### src/rtl/clk_meter_pkg.sv
// Shared definitions for the clock meter: FSM encoding and default parameter values.
package clk_meter_pkg;

  typedef enum logic [1:0] {
    IDLE = 2'd0,
    ARM  = 2'd1,
    MEAS = 2'd2
  } state_t;

  localparam int unsigned NUM_PER_DEF = 8;
  localparam int unsigned CNT_W_DEF   = 24;
  localparam int unsigned TO_CYC_DEF  = 50_000_000;

endpackage

### src/rtl/sync_edge.sv
// Three-flop synchroniser for an asynchronous level plus rising-edge detect
// on the synchronised copy.
module sync_edge (
  input  logic sys_clk,
  input  logic sys_rst_n,
  input  logic async_in,
  output logic sig_s,
  output logic rise
);

  logic ff1;
  logic ff2;
  logic ff3;

  always_ff @(posedge sys_clk) begin
    if (!sys_rst_n) begin
      ff1 <= 1'b0;
      ff2 <= 1'b0;
      ff3 <= 1'b0;
    end else begin
      ff1 <= async_in;
      ff2 <= ff1;
      ff3 <= ff2;
    end
  end

  assign sig_s = ff2;
  assign rise  = ff2 & ~ff3;

endmodule

### src/rtl/clk_meter.sv
// Measures NUM_PER periods of sig_in against sys_clk, reporting total and high
// cycle counts, with a watchdog that aborts when sig_in stops toggling.
module clk_meter
  import clk_meter_pkg::*;
#(
  parameter int unsigned NUM_PER = NUM_PER_DEF,
  parameter int unsigned CNT_W   = CNT_W_DEF,
  parameter int unsigned TO_CYC  = TO_CYC_DEF
) (
  input  logic             sys_clk,
  input  logic             sys_rst_n,
  input  logic             start,
  input  logic             sig_in,
  output logic             busy,
  output logic [CNT_W-1:0] period_cnt,
  output logic [CNT_W-1:0] high_cnt,
  output logic             meas_valid,
  output logic             timeout
);

  localparam int unsigned WD_W = $clog2(TO_CYC);
  localparam int unsigned EC_W = 8;
  localparam logic [CNT_W-1:0] CNT_MAX = '1;
  localparam logic [WD_W-1:0]  WD_LAST = WD_W'(TO_CYC - 1);
  localparam logic [EC_W-1:0]  EC_LAST = EC_W'(NUM_PER - 1);

  logic sig_s;
  logic rise;

  state_t           state_q, state_d;
  logic [CNT_W-1:0] acc_tot_q, acc_tot_d;
  logic [CNT_W-1:0] acc_high_q, acc_high_d;
  logic [EC_W-1:0]  edge_cnt_q, edge_cnt_d;
  logic [WD_W-1:0]  wdog_q, wdog_d;
  logic             busy_d;
  logic             meas_valid_d;
  logic             timeout_d;
  logic [CNT_W-1:0] period_d;
  logic [CNT_W-1:0] high_d;

  sync_edge u_sync (
    .sys_clk   (sys_clk),
    .sys_rst_n (sys_rst_n),
    .async_in  (sig_in),
    .sig_s     (sig_s),
    .rise      (rise)
  );

  // Accumulators stick at all-ones instead of wrapping.
  function automatic logic [CNT_W-1:0] sat_add(input logic [CNT_W-1:0] a, input logic inc);
    sat_add = (inc && (a != CNT_MAX)) ? a + CNT_W'(1) : a;
  endfunction

  always_ff @(posedge sys_clk) begin
    if (!sys_rst_n) begin
      state_q    <= IDLE;
      acc_tot_q  <= '0;
      acc_high_q <= '0;
      edge_cnt_q <= '0;
      wdog_q     <= '0;
      busy       <= 1'b0;
      meas_valid <= 1'b0;
      timeout    <= 1'b0;
      period_cnt <= '0;
      high_cnt   <= '0;
    end else begin
      state_q    <= state_d;
      acc_tot_q  <= acc_tot_d;
      acc_high_q <= acc_high_d;
      edge_cnt_q <= edge_cnt_d;
      wdog_q     <= wdog_d;
      busy       <= busy_d;
      meas_valid <= meas_valid_d;
      timeout    <= timeout_d;
      period_cnt <= period_d;
      high_cnt   <= high_d;
    end
  end

  always_comb begin
    state_d      = state_q;
    acc_tot_d    = acc_tot_q;
    acc_high_d   = acc_high_q;
    edge_cnt_d   = edge_cnt_q;
    wdog_d       = wdog_q;
    busy_d       = busy;
    meas_valid_d = 1'b0;
    timeout_d    = 1'b0;
    period_d     = period_cnt;
    high_d       = high_cnt;

    case (state_q)
      IDLE: begin
        acc_tot_d  = '0;
        acc_high_d = '0;
        edge_cnt_d = '0;
        wdog_d     = '0;
        busy_d     = start;
        if (start) begin
          state_d = ARM;
        end
      end

      ARM: begin
        if (rise) begin
          state_d    = MEAS;
          acc_tot_d  = CNT_W'(1);
          acc_high_d = CNT_W'(1);
          edge_cnt_d = '0;
          wdog_d     = '0;
        end else if (wdog_q == WD_LAST) begin
          state_d   = IDLE;
          busy_d    = 1'b0;
          timeout_d = 1'b1;
        end else begin
          wdog_d = wdog_q + WD_W'(1);
        end
      end

      MEAS: begin
        if (rise) begin
          edge_cnt_d = edge_cnt_q + EC_W'(1);
          wdog_d     = '0;
          // The terminating edge opens the next period, so it is not counted.
          if (edge_cnt_q == EC_LAST) begin
            state_d      = IDLE;
            busy_d       = 1'b0;
            meas_valid_d = 1'b1;
            period_d     = acc_tot_q;
            high_d       = acc_high_q;
          end else begin
            acc_tot_d  = sat_add(acc_tot_q, 1'b1);
            acc_high_d = sat_add(acc_high_q, 1'b1);
          end
        end else if (wdog_q == WD_LAST) begin
          state_d   = IDLE;
          busy_d    = 1'b0;
          timeout_d = 1'b1;
        end else begin
          acc_tot_d  = sat_add(acc_tot_q, 1'b1);
          acc_high_d = sat_add(acc_high_q, sig_s);
          wdog_d     = wdog_q + WD_W'(1);
        end
      end

      default: begin
        state_d = IDLE;
        busy_d  = 1'b0;
      end
    endcase
  end

endmodule
### config.mk
export PLATFORM = sky130hd
export DESIGN_NAME = clk_meter
export DESIGN_NICKNAME = d
export VERILOG_FILES = /design/src/rtl/clk_meter_pkg.sv /design/src/rtl/sync_edge.sv /design/src/rtl/clk_meter.sv
export SDC_FILE = /design/constraint.sdc
export NUM_CORES = 1
export LEC_CHECK = 0
export ABC_AREA = 1
export CORE_UTILIZATION = 60
export CTS_CLUSTER_SIZE = 28
export DETAILED_ROUTE_END_ITERATION = 12
export GPL_TIMING_DRIVEN = 0
export PLACE_DENSITY = 0.85
export SYNTH_ARGS = -nofsm -noshare
export SYNTH_HDL_FRONTEND = slang
export SYNTH_HIERARCHICAL = 1
export SYNTH_SLANG_ARGS = --single-unit
export TNS_END_PERCENT = 100
### constraint.sdc
create_clock -name sys_clk -period 3.1 [get_ports sys_clk]
set_input_delay 0.62 -clock sys_clk [delete_from_list [all_inputs] [get_ports sys_clk]]
set_output_delay 0.62 -clock sys_clk [all_outputs]
set_load 0.005 [all_outputs]
Word-level counts from Yosys, hierarchy flattened
Index checks and enable logic that the tools add are counted.

operators by class
  add/subtract/negate cells = 4
  equal/unequal tests = 16
  multiplexer cells = 31
  bitwise operators = 4
  reductions and logical operators = 14

operators by type and width
  operator                                       number
  two-way mux 24 bit                             10
  case mux 24 bit (3 select lines)               2
  two-way mux 26 bit                             2
  case mux 26 bit (2 select lines)               1
  adder 24 x 1 -> 24 bit, second input constant  2
  inequality test 24 bit, second input constant  2
  adder 26 x 1 -> 26 bit, second input constant  1
  == test 26 bit, second input constant          1
  case mux 8 bit (3 select lines)                1
  inequality test 3 bit, second input constant   6
  two-way mux 8 bit                              2
  two-way mux 2 bit                              5
  AND reduction 3 bit                            3
  adder 8 x 1 -> 8 bit, second input constant    1
  == test 8 x 3 -> 1 bit, second input constant  1
  inequality test 2 bit, second input constant   4
  two-way mux 1 bit                              6
  case mux 2 bit (3 select lines)                1
  AND reduction 2 bit                            3
  AND reduction 6 bit                            1
  AND reduction 4 bit                            1
  NOT 1 bit                                      3
  case mux 1 bit (3 select lines)                1
  nonzero test 3 bit                             1
  8 further kinds                                8

storage, ports and cells
  bits in registers = 138
  input bits = 4
  output and inout port bits = 51
  logic and storage cells = 82

Depth between registers and ports, before layout
Gate-level depths: netlist of run 1.

  depth in word-level cells = 6
  gate-level depth with buffers = 14
  gate-level depth less buffers = 13

Hierarchy
Netlist of run 1, hierarchy kept.

modules (own cells, without submodules)
  module     times used  cells an instance  area an instance (um2)  sequential area each (um2)
  clk_meter  1           1111               7435.9                  2702.6
  sync_edge  1           11                 92.6                    60.1

Worst setup path after synthesis of run 1
No wires, ideal clock.

  kind = register -> register
  start = register state_q[0]
  end = register wdog_q[1]
  library setup time = 0.132 ns
  data arrival time = 1.709 ns
  data required time = 2.968 ns
  path slack = 1.258 ns
  cell stages (with the launch flop) = 11
  path buffers = 1
  clock period less this slack = 1.842 ns
  cells stage by stage = dfxtp_1 > inv_1 > ha_1 > inv_1 > nor2_1 > nand3_4 > nand2_4 > inv_2 > buf_6 > nand3_1 > a21oi_1

between the ends
  cells in the longest elaborated chain, start to end = 4
  elaborated cells between the ends (all ways) = 8
  those cells by class = eq/ne (3); mux (1); reduce/logical (4)

ends and longest elaborated chain
  element                                                                       RTL line         RTL
  start: declaration                                                            clk_meter.sv:30  state_t state_q, state_d;
  start signal: assignment                                                      clk_meter.sv:67  state_q <= state_d;
  == test 2 bit / == test 2 x 1 -> 1 bit (equally long branches)                clk_meter.sv:92  case (state_q)
  OR reduction 2 bit (no line)                                                  -
  inequality test 3 bit (no line) / nonzero test 2 bit (equally long branches)  -
  AND reduction 2 bit (no line)                                                 -
  end signal: assignment                                                        clk_meter.sv:71  wdog_q <= wdog_d;
  end: declaration                                                              clk_meter.sv:34  logic [WD_W-1:0] wdog_q, wdog_d;

Several ways; a longest one is shown, not always the timed one.
A chain may end at the register's enable or synchronous reset.

Worst setup path in the final report of run 1
  start = register state_q[0]
  end = register acc_tot_q[8]

between the ends
  cells in the longest elaborated chain, start to end = 3
  elaborated cells between the ends (all ways) = 9
  those cells by class = eq/ne (5); mux (1); reduce/logical (3)

ends and longest elaborated chain
  element                                                        RTL line         RTL
  == test 2 bit, or another cell as far along                    clk_meter.sv:92
  inequality test 3 bit (no line), or another cell as far along  -
  AND reduction 4 bit (no line)                                  -
  end signal: assignment                                         clk_meter.sv:68  acc_tot_q <= acc_tot_d;
  end: declaration                                               clk_meter.sv:31  logic [CNT_W-1:0] acc_tot_q, acc_tot_d;

Several ways; a longest one is shown, not always the timed one.

==> impl_metrics.yaml, run 1 <==
run_status:
  status: "completed"
cts:
  clkTransAtPathRegs_ps: 60
  numCtsBuffers: 17
  clkSinkCount: 138
  postCtsSetupBuffers: 0
  cts_tree: "done"
  hold_buffers: 0
  postCtsResizedCells: 0
  cts_buffer_depth: 2
  insertion_delay_ps: 430
  ctsHtreeMaxLevel: 4
  cts-root-buf: "clkbuf_16"
placed_design:
  dpl.hpwl_um: 14500
  place.gp.congestion: 0.961
  place_inst: 1344
  numPortBuffers: 54
  dp_slack_ps: 333
timing:
  finalCritPeriodShare: 0.838
  fin_setup_tns_ps: 0
  whs_ps: 428
  finalClockSkew_ps: 6.18
  worst_slack_ps: 502
  fmax_mhz: 385
  hold_viol_final: 0
  slew_viol_final: 0
  maxSlewHeadroom: 0.555
  finalSetupViolCount: 0
  layout_min_cycle_time_ps: 2600
  rsz0062_at_grt: "no"
  worstMarginPinSlew_ps: 667
drt:
  wl_per_cell_um: 14.6
  vias: 7553
  dr.pass1.iters: 5
  viasPerCell: 5.49
  dr.first_iter.drc_count: 712
  wl_um: 20100
  drc_errors: 0
  final_antenna_net_count: 0
critical_path:
  ff2ff_path_depth: 9
  crit_path_end_kind: "flop"
  r2r_start: "state_q[0]$_SDFFE_PN0P_"
  startpoint: "state_q[0]$_SDFFE_PN0P_"
  critPathKind: "flop to flop"
  r2r-end: "acc_tot_q[8]$_SDFFE_PN0P_"
  cp_cell_sequence: "inv_1, ha_1, clkbuf_1, nand2_1, nor2_1, o21ai_0, nand2_1, o21ai_0, inv_1"
  slowest_delay_ps: 520
  cp.arrival_ps: 2980
  r2r_slack_ps: 500
  required_ps: 3480
  path_delay_family: "simple AND/OR/NAND/NOR gates"
  crit_buf_inv: 3
  slowest_stage: "clkbuf_1"
  critPathMaxFanout: 10
  startpoint_type: "flop"
layout:
  num_antenna_cells: 0
  fillCellCount: 1062
  area_delta_synth_final_pct: 17.3
  mostFrequentLayoutCell: "nand2_1"
  final_nets: 1208
  layout_common_cells: "nand2_1 (248), nor2_1 (173), dfxtp_1 (138), inv_1 (112), a21oi_1 (82)"
  final_cells: 1375
  multi_input_area_um2: 4060
  drive_gt1_frac: 0.107
  regArea_um2: 2760
global_routing:
  grt_pass1_wl_um: 32800
  grt.overflow.total: 0
  antenna_found_initial: 0
  grt_pass1_vias: 6760
  grt_usage: 0.323
  grt_max_degree: 17
hold_path:
  hp-class: "flop to flop"
  whs_path_depth: 2
  hp-start: "u_sync/ff1$_SDFF_PN0_"
  min_to: "u_sync/sig_s$_SDFF_PN0_"
logic_synthesis:
  synthCells: 1122
  syn_area_um2: 7530
  synth_edf_count: 0
  syn_area_per_cell_um2: 6.71
  synth-seq-cells: 138
  synth.area.top_cells: "dfxtp_1 (37%), nand2_1 (12%), nor2_1 (8.6%)"
  synthArstFlopShare: 0
  ys_warn_count: 6
  yosys.area.top_type: "dfxtp_1"
  synth_ff_type: "dfxtp_1"
  synthDistinctLibCells: 40
  ys_seq_area_frac: 0.367
  synth_fp_nets: 1135
  synth_top_area_frac: 0.367
floorplanning:
  io_pins: 55
  start_util: 0.622
  die_y_um: 114
  die_w_um: 114
  coreArea_um2: 12100
  placementRows: 40
  die_area_um2: 13000
pwr:
  power.density_nw_per_um2: 454
  leakagePower_uw: 0.00322
  vdd_drop_max_mv: 0.404
  power_uw: 4000
run:
  drv_cap: 0
cells by family after synthesis:
group / count (synthesis) / synth area share
simple gates: 614 / 0.380
flops: 138 / 0.367
compound gates: 190 / 0.136
xor+xnor: 8 / 0.00931
buf+inv: 163 / 0.0932
fa+ha+maj: 9 / 0.0150
flip-flops by register name (all words and copies together) (netlist names):
register,flops
acc_high_q,24
acc_tot_q,24
busy,1
edge_cnt_q,8
high_cnt,24
meas_valid,1
period_cnt,24
state_q,2
timeout,1
u_sync/ff1,1
u_sync/ff3,1
u_sync/sig_s,1
wdog_q,26
synthesized netlist by cell type, types with 2 or more instances:
cell type	instances
clkinv_1	2
nand3_4	4
a21oi_2	12
nor2_1	173
buf_6	5
nor2_8	5
xor2_1	8
nand2_2	20
or2_2	3
nor3b_1	3
nand2_4	3
a31oi_1	2
inv_1	112
nor4_1	4
o21ai_0	77
buf_4	5
clkbuf_1	20
nand2_1	248
buf_2	8
o21ai_1	8
nor2_4	5
nor2_2	11
buf_8	2
nor3_1	24
a21oi_1	82
o21bai_1	7
nand4_1	32
nand3_1	72
dfxtp_1	138
inv_2	7
ha_1	9
nand3_2	3
worst min-delay path, cell delays in order (launching register included):
cell and delay (ps):
dfxtp_1 300, nand2_1 50, inv_1 40
per-layer routing:
layer  wire length (um)  GRT usage  up-vias  part of all wire
li1                   -          -     3784                 -
met1               8980      0.422     3457              0.45
met2               9270      0.529      276              0.46
met3               1480     0.0600       36             0.074
met4                378      0.122        0             0.019
met5                  0          0        -                 0
worst max-delay path by stage:
| stage | end | slack [ps] | cells after the start |
|---|---|---|---|
| 3_5_place_dp | high_cnt[4]$_SDFFE_PN0P_ | 330 | 5 |
| 4_1_cts | acc_tot_q[8]$_SDFFE_PN0P_ | 580 | 9 |
| 2_1_floorplan | wdog_q[1]$_SDFFE_PN0P_ | 1260 | 10 |
| 6_report | acc_tot_q[8]$_SDFFE_PN0P_ | 500 | 9 |
| 3_3_place_gp | high_cnt[8]$_SDFFE_PN0P_ | 320 | 5 |
| 5_1_grt | acc_tot_q[20]$_SDFFE_PN0P_ | 290 | 9 |
through the flow:
stage / instance area (um2) / util
finish: 8830 / 0.729
global route: 8830 / 0.729
CTS: 8830 / 0.729
detailed placement: 8280 / 0.684
global placement: 8280 / 0.684
floorplan: 7530 / -
final cells by class:
cell class | count | area share
multi-input combinational | 821 | 0.460
sequential | 138 | 0.313
timing repair buffer | 54 | 0.0612
inverter | 122 | 0.0520
clock buffer | 17 | 0.0482
buffer | 41 | 0.0275
tap | 168 | 0.0238
clock inverter | 14 | 0.0143
power breakdown:
group | switching, uW | internal (uW) | total (uW)
Clock | 816 | 1100 | 1910
Combinational | 205 | 87.5 | 292
Sequential | 15.1 | 1780 | 1800
Total | 1040 | 2970 | 4000
Power figures use the tool's default switching activity.
==> inputs of run 2 (changes only) <==
--- a/config.mk
+++ b/config.mk
@@ -6,11 +6,11 @@
 export NUM_CORES = 1
 export LEC_CHECK = 0
 export ABC_AREA = 1
-export CORE_UTILIZATION = 60
+export CORE_UTILIZATION = 53
 export CTS_CLUSTER_SIZE = 28
 export DETAILED_ROUTE_END_ITERATION = 12
 export GPL_TIMING_DRIVEN = 0
-export PLACE_DENSITY = 0.85
+export PLACE_DENSITY = 0.8
 export SYNTH_ARGS = -nofsm -noshare
 export SYNTH_HDL_FRONTEND = slang
 export SYNTH_HIERARCHICAL = 1
==> constraint.sdc (replaced) <==
create_clock -name sys_clk -period 2.2 [get_ports sys_clk]
set_input_delay 0.44 -clock sys_clk [delete_from_list [all_inputs] [get_ports sys_clk]]
set_output_delay 0.44 -clock sys_clk [all_outputs]
set_load 0.005 [all_outputs]
==> impl_metrics.yaml, run 2 (synthesis results as in run 1) <==
cts:
  insertion_delay_ps: 430
  ctsHtreeMaxLevel: 4
  cts-root-buf: "clkbuf_16"
  clkSinkCount: 138
  clkTransAtPathRegs_ps: 60
  cts_buffer_depth: 2
  numCtsBuffers: 17
  cts_tree: "done"
hold_path:
  hp-class: "flop to flop"
  hp-start: "u_sync/ff1$_SDFF_PN0_"
global_routing:
  grt_pass1_vias: 6790
  grt.overflow.total: 0
  grt_max_degree: 17
  grt_usage: 0.285
  grt_pass1_wl_um: 32600
  antenna_found_initial: 0
critical_path:
  required_ps: 2490
  startpoint_type: "flop"
  r2r_slack_ps: 120
  critPathKind: "flop to flop"
  startpoint: "wdog_q[0]$_SDFFE_PN0P_"
  r2r_start: "wdog_q[0]$_SDFFE_PN0P_"
  cp.arrival_ps: 2370
  critPathMaxFanout: 10
  crit_path_end_kind: "flop"
timing:
  maxSlewHeadroom: 0.588
  layout_min_cycle_time_ps: 2080
  slew_viol_final: 0
  finalClockSkew_ps: 6.42
  finalSetupViolCount: 0
  worstMarginPinSlew_ps: 619
  finalCritPeriodShare: 0.943
  fmax_mhz: 482
  hold_viol_final: 0
placed_design:
  place.gp.congestion: 0.979
  dpl.hpwl_um: 14400
  numPortBuffers: 54
  place_inst: 1356
pwr:
  power.density_nw_per_um2: 660
  vdd_drop_max_mv: 0.593
  leakagePower_uw: 0.00330
layout:
  final_cells: 1392
  drive_gt1_frac: 0.122
  postLayoutCoreUtil: 0.648
  num_antenna_cells: 0
  area_delta_synth_final_pct: 19.4
  fillCellCount: 1228
  final_nets: 1212
  top_register: "wdog_q"
  mostFrequentLayoutCell: "nand2_1"
  largest_reg_flops: 26
  layout_common_cells: "nand2_1 (248), nor2_1 (171), dfxtp_1 (135), inv_1 (111), a21oi_1 (82)"
run_status:
  status: "completed"
drt:
  drc_errors: 0
  final_antenna_net_count: 0
  viasPerCell: 5.39
  wl_um: 19900
  dr.pass1.iters: 6
  wl_per_cell_um: 14.3
  dr.first_iter.drc_count: 775
  vias: 7507
run:
  drv_cap: 0
floorplanning:
  die_area_um2: 14700
  start_util: 0.542
  die_y_um: 121
  placementRows: 43
  die_w_um: 121
  coreArea_um2: 13900
  io_pins: 55
==> run 2: worst max-delay path, cell delays in order, from the launching register on <==
cell	delay, ps
dfxtp_1	400
ha_1	190
nand2_1	130
nor2_4	240
nand2_4	100
nor2_8	140
nand3_4	150
nand2_4	160
inv_2	130
buf_6	170
nand3_1	60
a21oi_1	60
==> run 2: repair_timing <==
action                                  CTS  global route
pin swaps                                 0             2
buffers inserted                          0             4
endpoints found under the setup margin   28           105
hold buffers                              0             0
resized for setup                         4            25
gates cloned                              0             0
==> run 2: path summary, 6_finish.rpt <==
path / end / depth (start not counted)
max: wdog_q[1]$_SDFFE_PN0P_ / 11
min: u_sync/sig_s$_SDFF_PN0_ / 2
max reg2reg: wdog_q[1]$_SDFFE_PN0P_ / 11
min reg2reg: u_sync/sig_s$_SDFF_PN0_ / 2
==> run 2: stage by stage <==
stage	setup slack (ps)	power, uW	setup TNS, ps	hold WS (ps)	cell area (um2)
3_5_place_dp	-424	2990	-9290	423	8290
6_report	125	5930	0	427	8990
3_3_place_gp	-446	2990	-9270	419	8290
4_1_cts	8.19	5910	0	432	8910
5_1_grt	-9.85	6090	-9.85	461	8990
2_1_floorplan	358	2870	0	386	7530
==> run 2: final cells by class <==
cell class / count / area, um2 / area share
inverters: 122 / 459 / 0.0511
multi-input cells: 821 / 4100 / 0.456
flip-flops and latches: 138 / 2770 / 0.308
clock inverters: 11 / 145 / 0.0161
repair buffers: 58 / 571 / 0.0635
clock buffers: 21 / 460 / 0.0512
well taps: 180 / 225 / 0.0251
plain buffers: 41 / 260 / 0.0289
==> run 2: routing by layer <==
metal | vias to the layer above | routed length (um) | track usage
met5 | - | 0 | 0
met4 | 0 | 525 | 0.132
met3 | 45 | 1370 | 0.0545
met2 | 284 | 8840 | 0.449
met1 | 3390 | 9210 | 0.377
li1 | 3788 | - | -
==> run 2: where the power goes <==
| part | internal [uW] | total [uW] | switching, uW |
|---|---|---|---|
| clock | 1840 | 2960 | 1120 |
| sequential | 2520 | 2540 | 19.8 |
| combinational | 143 | 437 | 294 |
==> inputs of run 3 (changes only) <==
--- a/config.mk
+++ b/config.mk
@@ -10,7 +10,7 @@
 export CTS_CLUSTER_SIZE = 28
 export DETAILED_ROUTE_END_ITERATION = 12
 export GPL_TIMING_DRIVEN = 0
-export PLACE_DENSITY = 0.8
+export PLACE_DENSITY = 0.76
 export SYNTH_ARGS = -nofsm -noshare
 export SYNTH_HDL_FRONTEND = slang
 export SYNTH_HIERARCHICAL = 1
==> impl_metrics.yaml, run 3 (synthesis results as in run 1) <==
drt:
  wl_um: 20900
  final_antenna_net_count: 0
  drc_errors: 0
  wl_per_cell_um: 15.0
  viasPerCell: 5.42
  vias: 7544
  dr.first_iter.drc_count: 737
  dr.pass1.iters: 6
global_routing:
  grt_pass1_vias: 7023
  grt.overflow.total: 0
  grt_max_degree: 17
  grt_pass1_wl_um: 33800
  antenna_found_initial: 0
  grt_usage: 0.294
critical_path:
  r2r-end: "acc_high_q[18]$_SDFFE_PN0P_"
  critPathKind: "flop to flop"
  r2r_start: "state_q[1]$_SDFFE_PN0P_"
  startpoint_type: "flop"
  cp.arrival_ps: 2440
  ff2ff_path_depth: 12
  r2r_slack_ps: 110
  required_ps: 2560
  critPathMaxFanout: 10
  crit_path_end_kind: "flop"
pwr:
  vdd_drop_max_mv: 0.632
  power.density_nw_per_um2: 668
  leakagePower_uw: 0.00331
floorplanning:
  die_area_um2: 14700
  die_y_um: 121
  placementRows: 43
  die_w_um: 121
  start_util: 0.542
  io_pins: 55
  coreArea_um2: 13900
run:
  drv_cap: 0
placed_design:
  place_area_um2: 8290
  numPortBuffers: 54
  dpl.hpwl_um: 14600
  place.gp.congestion: 0.925
hold_path:
  hp-class: "flop to flop"
  whs_path_depth: 2
  min_to: "u_sync/sig_s$_SDFF_PN0_"
  hp-start: "u_sync/ff1$_SDFF_PN0_"
timing:
  finalClockSkew_ps: 9.21
  hold_viol_final: 0
  maxSlewHeadroom: 0.574
  fin_setup_tns_ps: 0
  finalCritPeriodShare: 0.948
  layout_min_cycle_time_ps: 2090
  whs_ps: 412
  fmax_mhz: 479
  worstMarginPinSlew_ps: 638
  finalSetupViolCount: 0
  slew_viol_final: 0
cts:
  ctsHtreeMaxLevel: 4
  cts_tree: "done"
  cts-root-buf: "clkbuf_16"
  clkTransAtPathRegs_ps: 60
  cts_buffer_depth: 2
  insertion_delay_ps: 430
  clkSinkCount: 138
  hold_buffers: 0
  numCtsBuffers: 17
layout:
  layout_common_cells: "nand2_1 (248), nor2_1 (170), dfxtp_1 (134), inv_1 (111), a21oi_1 (82)"
  final_cell_area_um2: 9020
  area_delta_synth_final_pct: 19.8
  largest_reg_flops: 26
  num_antenna_cells: 0
  drive_gt1_frac: 0.125
  top_register: "wdog_q"
  mostFrequentLayoutCell: "nand2_1"
  final_nets: 1212
  postLayoutCoreUtil: 0.650
  fillCellCount: 1294
run_status:
  status: "completed"
==> run 3: metrics by stage <==
stage / worst slack, ps / power, uW / instances
after floorplan: 358 / 2870 / 1122
after global placement: -360 / 2990 / 1356
after detailed placement: -321 / 2990 / 1356
after CTS: 32.5 / 6010 / 1388
after global routing: -23.9 / 6190 / 1392
final: 114 / 6020 / 1392
==> run 3: worst max path at each step <==
stage	from	to	slack (ps)
2_1_floorplan	state_q[0]$_SDFFE_PN0P_	wdog_q[1]$_SDFFE_PN0P_	360
3_3_place_gp	sys_rst_n	high_cnt[8]$_SDFFE_PN0P_	-360
3_5_place_dp	sys_rst_n	high_cnt[4]$_SDFFE_PN0P_	-320
4_1_cts	state_q[1]$_SDFFE_PN0P_	edge_cnt_q[7]$_SDFFE_PN0P_	30
5_1_grt	wdog_q[0]$_SDFFE_PN0P_	wdog_q[9]$_SDFFE_PN0P_	-20
6_report	state_q[1]$_SDFFE_PN0P_	acc_high_q[18]$_SDFFE_PN0P_	110
==> run 3: routing by layer <==
metal | GRT usage | share of wire | vias up
li1 | - | - | 3795
met4 | 0.110 | 0.022 | 0
met1 | 0.378 | 0.46 | 3442
met2 | 0.480 | 0.45 | 265
met3 | 0.0648 | 0.062 | 42
met5 | 0 | 0 | -
==> run 3: repair_timing <==
action                     CTS  global route
pin swaps                    0             2
setup buffers                0             4
resized for setup            5            23
setup endpoints to repair   29           104
cloned                       0             0
==> run 3: final cells by class <==
type	instances	area [um2]	area share
inverters	122	463	0.0513
repair buffers	58	583	0.0647
clock buffers	20	447	0.0495
well taps	180	225	0.0250
clock inverters	12	171	0.0190
flip-flops and latches	138	2770	0.307
multi-input cells	821	4100	0.455
plain buffers	41	259	0.0287
==> run 3: power breakdown <==
group / internal, uW / total (uW) / switching, uW
combinational: 134 / 428 / 294
clock: 1920 / 3060 / 1130
sequential: 2520 / 2540 / 21.1
total: 4570 / 6020 / 1450
==> run 3: critical path, stage by stage, from the launching register on <==
cell and delay, ps:
dfxtp_2 370, inv_1 90, ha_1 220, inv_2 110
nor2_1 70, nor2_2 250, nand2_2 130, clkinv_2 120
nand2_8 80, nor2_8 170, buf_8 180, nand3_1 90
a21oi_1 140
